`src/rtl/seq_magnitude_comparator.sv`:
```
// Sequential magnitude comparator.
// Compares two WIDTH-bit operands CHUNK bits per cycle, most-significant slice
// first. It stops at the first slice that differs and reports one-hot
// Lesser/Greater/Equal flags together with a single-cycle done pulse.
module seq_magnitude_comparator #(
    parameter int WIDTH = 32,
    parameter int CHUNK = 8
) (
    input  logic             clk,
    input  logic             rst,
    input  logic             start,
    input  logic             signed_mode,
    input  logic [WIDTH-1:0] a,
    input  logic [WIDTH-1:0] b,
    output logic             busy,
    output logic             done,
    output logic             Lesser,
    output logic             Greater,
    output logic             Equal
);

    localparam int NCHUNK = WIDTH / CHUNK;
    // Keep the slice index at least one bit wide so NCHUNK == 1 still elaborates.
    localparam int IDXW = (NCHUNK > 1) ? $clog2(NCHUNK) : 1;
    localparam logic [IDXW-1:0] LAST_IDX = IDXW'(NCHUNK - 1);

    typedef enum logic [1:0] {
        IDLE,
        COMPARE,
        DONE
    } state_t;

    state_t           state_q;
    logic [WIDTH-1:0] opA_q;
    logic [WIDTH-1:0] opB_q;
    logic             signedMode_q;
    logic [IDXW-1:0]  idx_q;
    logic             busy_q;
    logic             done_q;
    logic             lesser_q;
    logic             greater_q;
    logic             equal_q;

    logic [CHUNK-1:0] msbMask;
    logic [CHUNK-1:0] sliceA;
    logic [CHUNK-1:0] sliceB;
    logic             sliceLt;
    logic             sliceGt;

    // Compare the current top slice. Inverting the MSB of the first slice in
    // signed mode turns the two's-complement order into a plain unsigned order.
    always_comb begin
        msbMask            = '0;
        msbMask[CHUNK-1]   = 1'b1;
        sliceA             = opA_q[WIDTH-1 -: CHUNK];
        sliceB             = opB_q[WIDTH-1 -: CHUNK];
        if (signedMode_q && (idx_q == '0)) begin
            sliceA = sliceA ^ msbMask;
            sliceB = sliceB ^ msbMask;
        end
        sliceLt = (sliceA < sliceB);
        sliceGt = (sliceA > sliceB);
    end

    // Control FSM together with the operand shift registers and registered flags.
    always_ff @(posedge clk or posedge rst) begin
        if (rst) begin
            state_q      <= IDLE;
            opA_q        <= '0;
            opB_q        <= '0;
            signedMode_q <= 1'b0;
            idx_q        <= '0;
            busy_q       <= 1'b0;
            done_q       <= 1'b0;
            lesser_q     <= 1'b0;
            greater_q    <= 1'b0;
            equal_q      <= 1'b0;
        end else begin
            case (state_q)
                IDLE, DONE: begin
                    done_q <= 1'b0;
                    if (start) begin
                        opA_q        <= a;
                        opB_q        <= b;
                        signedMode_q <= signed_mode;
                        idx_q        <= '0;
                        lesser_q     <= 1'b0;
                        greater_q    <= 1'b0;
                        equal_q      <= 1'b0;
                        busy_q       <= 1'b1;
                        state_q      <= COMPARE;
                    end else begin
                        state_q <= IDLE;
                    end
                end
                COMPARE: begin
                    if (sliceLt || sliceGt) begin
                        lesser_q  <= sliceLt;
                        greater_q <= sliceGt;
                        busy_q    <= 1'b0;
                        done_q    <= 1'b1;
                        state_q   <= DONE;
                    end else if (idx_q == LAST_IDX) begin
                        equal_q <= 1'b1;
                        busy_q  <= 1'b0;
                        done_q  <= 1'b1;
                        state_q <= DONE;
                    end else begin
                        opA_q <= opA_q << CHUNK;
                        opB_q <= opB_q << CHUNK;
                        idx_q <= idx_q + 1'b1;
                    end
                end
                default: begin
                    busy_q  <= 1'b0;
                    done_q  <= 1'b0;
                    state_q <= IDLE;
                end
            endcase
        end
    end

    assign busy    = busy_q;
    assign done    = done_q;
    assign Lesser  = lesser_q;
    assign Greater = greater_q;
    assign Equal   = equal_q;

endmodule

```
`config.mk`:
```
export PLATFORM = sky130hd
export DESIGN_NAME = seq_magnitude_comparator
export DESIGN_NICKNAME = d
export VERILOG_FILES = /design/src/rtl/seq_magnitude_comparator.sv
export SDC_FILE = /design/constraint.sdc
export NUM_CORES = 1
export LEC_CHECK = 0
export CAP_MARGIN = 0
export CORE_MARGIN = 4
export CORE_UTILIZATION = 55
export DETAILED_ROUTE_END_ITERATION = 8
export DONT_BUFFER_PORTS = 1
export PLACE_DENSITY_LB_ADDON = 0.15
export SLEW_MARGIN = 30
export SYNTH_ARGS = -nofsm -noshare
export SYNTH_HDL_FRONTEND = slang
export SYNTH_SLANG_ARGS = --single-unit
```
`constraint.sdc`:
```
create_clock -name clk -period 2.26 [get_ports clk]
set_input_delay 0.452 -clock clk [delete_from_list [all_inputs] [get_ports clk]]
set_output_delay 0.452 -clock clk [all_outputs]
set_load 0.01 [all_outputs]
```
# ---- After elaboration in Yosys (flattened, before gate mapping)
# Index checks and enable logic that the tools add are counted.
dict set report totals {
  regBits 74
  in_bits 68
  output_inout_bits 5
  elab_cells 67
}
dict set report classes {
  addsub 1
  order_cmp 2
  n_eq_ne 9
  muxes 32
  bitwise_logic 2
  n_reduce_logical 11
}
# operator n
set ops {}
lappend ops {{$mux W32} 6}
lappend ops {{$pmux W32 S2} 2}
lappend ops {{$mux W8} 2}
lappend ops {{$mux W1} 11}
lappend ops {{$mux W2} 5}
lappend ops {{$ne A2 B2 Y1 const B} 5}
lappend ops {{$gt A8 B8 Y1} 1}
lappend ops {{$lt A8 B8 Y1} 1}
lappend ops {{$pmux W1 S2} 4}
lappend ops {{$pmux W2 S2} 2}
lappend ops {{$reduce_and A4 Y1} 2}
lappend ops {{$eq A2 B2 Y1 const B} 2}
lappend ops {{$logic_not A2 Y1} 2}
lappend ops {{$reduce_and A2 Y1} 2}
lappend ops {{$ne A3 B3 Y1 const B} 1}
lappend ops {{$reduce_and A3 Y1} 1}
lappend ops {{$add A2 B1 Y2 const B} 1}
lappend ops {{$eq A2 B1 Y1 const B} 1}
lappend ops {{$not A1 Y1} 2}
lappend ops {{$reduce_bool A2 Y1} 1}
lappend ops {{$reduce_or A2 Y1} 1}
lappend ops {{$logic_and A1 B1 Y1} 1}
lappend ops {{$logic_or A1 B1 Y1} 1}

# ---- Longest topological paths before layout
dict set report logic_depth {
  ltp_word 7
  mapped_depth 10
  mapped_depth_nobuf 8
}

# ---- Worst setup path before layout
# Ideal clock, no wire load.
dict set report synth_path {
  path_type {reg2reg}
  startpoint {register opA_q[25]}
  endpoint {register opB_q[22]}
  setup_ns 0.121
  arrival_ns 1.874
  required_ns 2.139
  setup_slack_ns 0.265
  path_stages_with_launch 9
  n_path_buf 2
  synth_period_minus_slack_ns 1.995
  path_cell_list {dfrtp_1 -> ha_1 -> a21oi_1 -> o21ai_0 -> o311ai_4 -> and2_1 -> buf_4 -> buf_6 -> o21ai_1}
}
dict set report synth_via {
  elab_chain_len 5
  word_cells_on_any_way 6
  classes_between {2 x order compare; 1 x eq/ne; 1 x mux; 2 x reduce/logical}
}
# item line_no
set synth_rtl {}
lappend synth_rtl {{from (decl)} 34} ;# logic [WIDTH-1:0] opA_q;
lappend synth_rtl {{from (signal assigned)} 109} ;# opA_q <= opA_q << CHUNK;
lappend synth_rtl {{$mux W8 *} 57} ;# if (signedMode_q && (idx_q == '0)) begin
lappend synth_rtl {{$lt A8 B8 Y1 / $gt A8 B8 Y1 (equally long branches)} {61, 62}}
lappend synth_rtl {{$logic_or A1 B1 Y1 *} 97} ;# if (sliceLt || sliceGt) begin
lappend synth_rtl {{$ne A2 B2 Y1 (no line) *} --}
lappend synth_rtl {{$reduce_and A4 Y1 (no line) *} --}
lappend synth_rtl {{to (signal assigned)} 110} ;# opB_q <= opB_q << CHUNK;
lappend synth_rtl {{to (decl)} 35} ;# logic [WIDTH-1:0] opB_q;
# Every way passes the cells marked *; elsewhere a longest branch is shown, timed or not.
# A chain may end at the register's enable or synchronous reset.

# ---- Final worst setup path
dict set report layout_path {
  startpoint {register opB_q[29]}
  endpoint {register busy_q (netlist: busy)}
}
dict set report layout_via {
  elab_chain_len 5
  word_cells_on_any_way 8
  classes_between {2 x order compare; 1 x eq/ne; 3 x mux; 2 x reduce/logical}
}
# item line_no
set layout_rtl {}
lappend layout_rtl {{$mux W8 *} 57}
lappend layout_rtl {{$lt A8 B8 Y1 / $gt A8 B8 Y1 (equally long branches)} {61, 62}}
lappend layout_rtl {{$logic_or A1 B1 Y1 *} 97}
lappend layout_rtl {{$mux W1 / $ne A3 B3 Y1 (equally long branches)} --}
lappend layout_rtl {{$pmux W1 S2 / $reduce_and A2 Y1 (equally long branches)} --}
lappend layout_rtl {{to (signal assigned)} 90} ;# busy_q <= 1'b1;
lappend layout_rtl {{to (signal assigned)} 100} ;# busy_q <= 1'b0;
lappend layout_rtl {{to (signal assigned)} 105} ;# busy_q <= 1'b0;
lappend layout_rtl {{to (decl)} 38} ;# logic busy_q;
# Marked as above.

==> results.sh <==
export IMPL_status="finished clean"
export IMPL_placedInstanceArea_mm2=0.00365
export IMPL_crit_fanout=30
export IMPL_die_area_mm2=0.00782
export IMPL_tightestPinTransition_ps=570
export IMPL_wire_per_inst_um=18.2
export IMPL_fillers=570
export IMPL_final_cell_mix="dfrtp_1 (73), nand3_1 (66), mux2i_1 (48)"
export IMPL_synth_seq_cells=73
export IMPL_cts_tree="done"
export IMPL_synth_area_mm2=0.00356
export IMPL_drtIter0Drc=168
export IMPL_route_detailed_drc=0
export IMPL_fin_nets=432
export IMPL_grt_start_max_net_pins=60
export IMPL_max_clock_freq_ghz=0.464
export IMPL_dp_hpwl_um=5300
export IMPL_firstDrtPassIters=4
export IMPL_worst_slack_ps=104
export IMPL_endpoint_kind="flop"
export IMPL_finalInstanceArea_mm2=0.00388
export IMPL_diodes=0
export IMPL_syn_avg_cell_area_um2=9.85
export IMPL_cp_arrival_ps=2390
export IMPL_synth_nets=438
export IMPL_worstReg2RegEnd="busy"
export IMPL_grt_use_total_pct=21.8
export IMPL_p_per_area_mw_per_mm2=837
export IMPL_io_pins=73
export IMPL_cp_required_ps=2490
export IMPL_yosysSeqAreaShare_pct=51.4
export IMPL_drive_above_1_share_pct=9.17
export IMPL_antenna_found_initial=0
export IMPL_fin_cells=437
export IMPL_mostFrequentLayoutCell="dfrtp_1"
export IMPL_core_mm2=0.00631
export IMPL_critPathKind="reg -> reg"
export IMPL_wl_um=7940
export IMPL_synth_cells=361
export IMPL_power_mw=3.25
export IMPL_hold_class="in -> async"
export IMPL_synthTopCellsByArea="dfrtp_1 (51%), mux2i_1 (14%), nand3_1 (9.3%)"
export IMPL_ctsHoldBuffers=0
export IMPL_synth_edf_count=0
export IMPL_die_w_um=88.4
export IMPL_clockBufferDepth=2
export IMPL_r2r_start="opB_q[29]"
export IMPL_tns_ps=0
export IMPL_grt_pass1_vias=2575
export IMPL_finalHoldViolations=0
export IMPL_ant_nets=0
export IMPL_maxSlewViolCount=0
export IMPL_numPortBuffers=0
export IMPL_yosys_warnings=0
export IMPL_numCtsBuffers=9
export IMPL_ys_flop_type="dfrtp_1"
export IMPL_fin_worst_skew_ps=8.99
export IMPL_dp_worst_setup_slack_ps=50.5
export IMPL_clock_sinks=73
export IMPL_async_flop_share_pct=100
export IMPL_maxSlewHeadroom_pct=61.9
export IMPL_min_period_ps=2160
export IMPL_gp_congestion=0.812
export IMPL_root_buffer="clkbuf_8"
export IMPL_initial_core_util_pct=56.3
export IMPL_cap_violations=0
export IMPL_reg2reg_depth=9
export IMPL_place_inst=419
export IMPL_synth_top_area_cell="dfrtp_1"
export IMPL_via_per_inst=5.76
export IMPL_leakagePower_nw=1.90
export IMPL_fin_crit_sh_pct=95.4
export IMPL_syn_to_final_growth_pct=9.18
export IMPL_rows=29
export IMPL_cts_clk_slew_worst_paths_ps=80
export IMPL_setup_viol=0
export IMPL_final_util_pct=61.5
export IMPL_grt_first_pass_wirelength_um=13000
export IMPL_grt_overflow=0
export IMPL_r2r_slack_ps=100
export IMPL_netlist_area_leader_share_pct=51.4
export IMPL_clock_latency_ps=340
export IMPL_ir_worst_vdd_mv=0.495
export IMPL_die_y_um=88.4
export IMPL_startpoint_type="flop"
export IMPL_synthDistinctLibCells=32
export IMPL_htree_levels=3
export IMPL_vias=2515
export IMPL_whs_ps=31.2
## area by class of cell
cell class / instances / area [um^2] / area share (%)
Inverter: 14 / 56.3 / 1.45
Clock inverter: 3 / 40.0 / 1.03
Clock buffer: 13 / 149 / 3.83
Timing Repair Buffer: 12 / 158 / 4.06
Sequential cell: 73 / 1830 / 47.0
Multi-Input combinational cell: 245 / 1560 / 40.1
Tap cell: 77 / 96.3 / 2.48
## sequential cells by signal, indices dropped and copies added (netlist names)
register and cells:
Equal 1, state_q 2, opB_q 32, Greater 1, busy 1, opA_q 32, signedMode_q 1, idx_q 2
Lesser 1
## metal layers
layer  wire length (um)  GRT usage [%]  up-vias
met5                  0              0        -
met4                 78           6.59        0
met3                355           6.15        9
met2               3850           33.9       58
met1               3650           29.8     1204
li1                   -              -     1244
## power by group
part           switching, mW  internal [mW]  total (mW)  leakage, nW
clock                  0.456          0.538       0.995       0.0974
sequential             0.139           1.52        1.66        0.907
combinational          0.333          0.259       0.593        0.896
## synthesized netlist by cell type, types with 4 or more instances
library cell	number
nand2b_1	4
dfrtp_1	73
o21ai_1	9
nand3_1	66
nand2_1	41
inv_1	13
clkbuf_1	19
ha_1	9
mux2i_1	48
o21ai_0	43
## worst max-delay path, cell delays in order, from the launching register on
cell       delay (ps)
dfrtp_1           380
inv_1              90
ha_1              240
a21o_1            160
nand3_1            70
nand3b_1          160
o311ai_4          400
clkbuf_16         280
nand2_1            70
a21o_1            180
## timing repair
| item | in CTS | in global routing |
|---|---|---|
| buffers inserted | 0 | 1 |
| endpoints found under the setup margin | 0 | 26 |
| resized for setup | 0 | 7 |
## worst max-delay path by stage
| stage | startpoint | slack [ps] | cells past startpoint | to |
|---|---|---|---|---|
| after floorplan | opA_q[25] | 260 | 8 | opB_q[22] |
| after global placement | opB_q[29] | 120 | 9 | opA_q[27] |
| after detailed placement | opA_q[25] | 50 | 7 | opA_q[11] |
| after CTS | opA_q[25] | 40 | 7 | opA_q[11] |
| after global routing | opA_q[29] | -10 | 8 | busy |
| final | opB_q[29] | 100 | 9 | busy |
## cells by family after synthesis
family / after synthesis / share of synthesized area, %
DFF: 73 / 51.4
and+or+nand+nor: 124 / 16.5
AOI/OAI and AO/OA: 63 / 10.1
muxes: 48 / 13.5
buffers and inverters: 43 / 5.14
adders and majority gates: 9 / 3.17
xor gates and xnor gates: 1 / 0.246
Note: power is estimated with default switching activity, not from simulation.
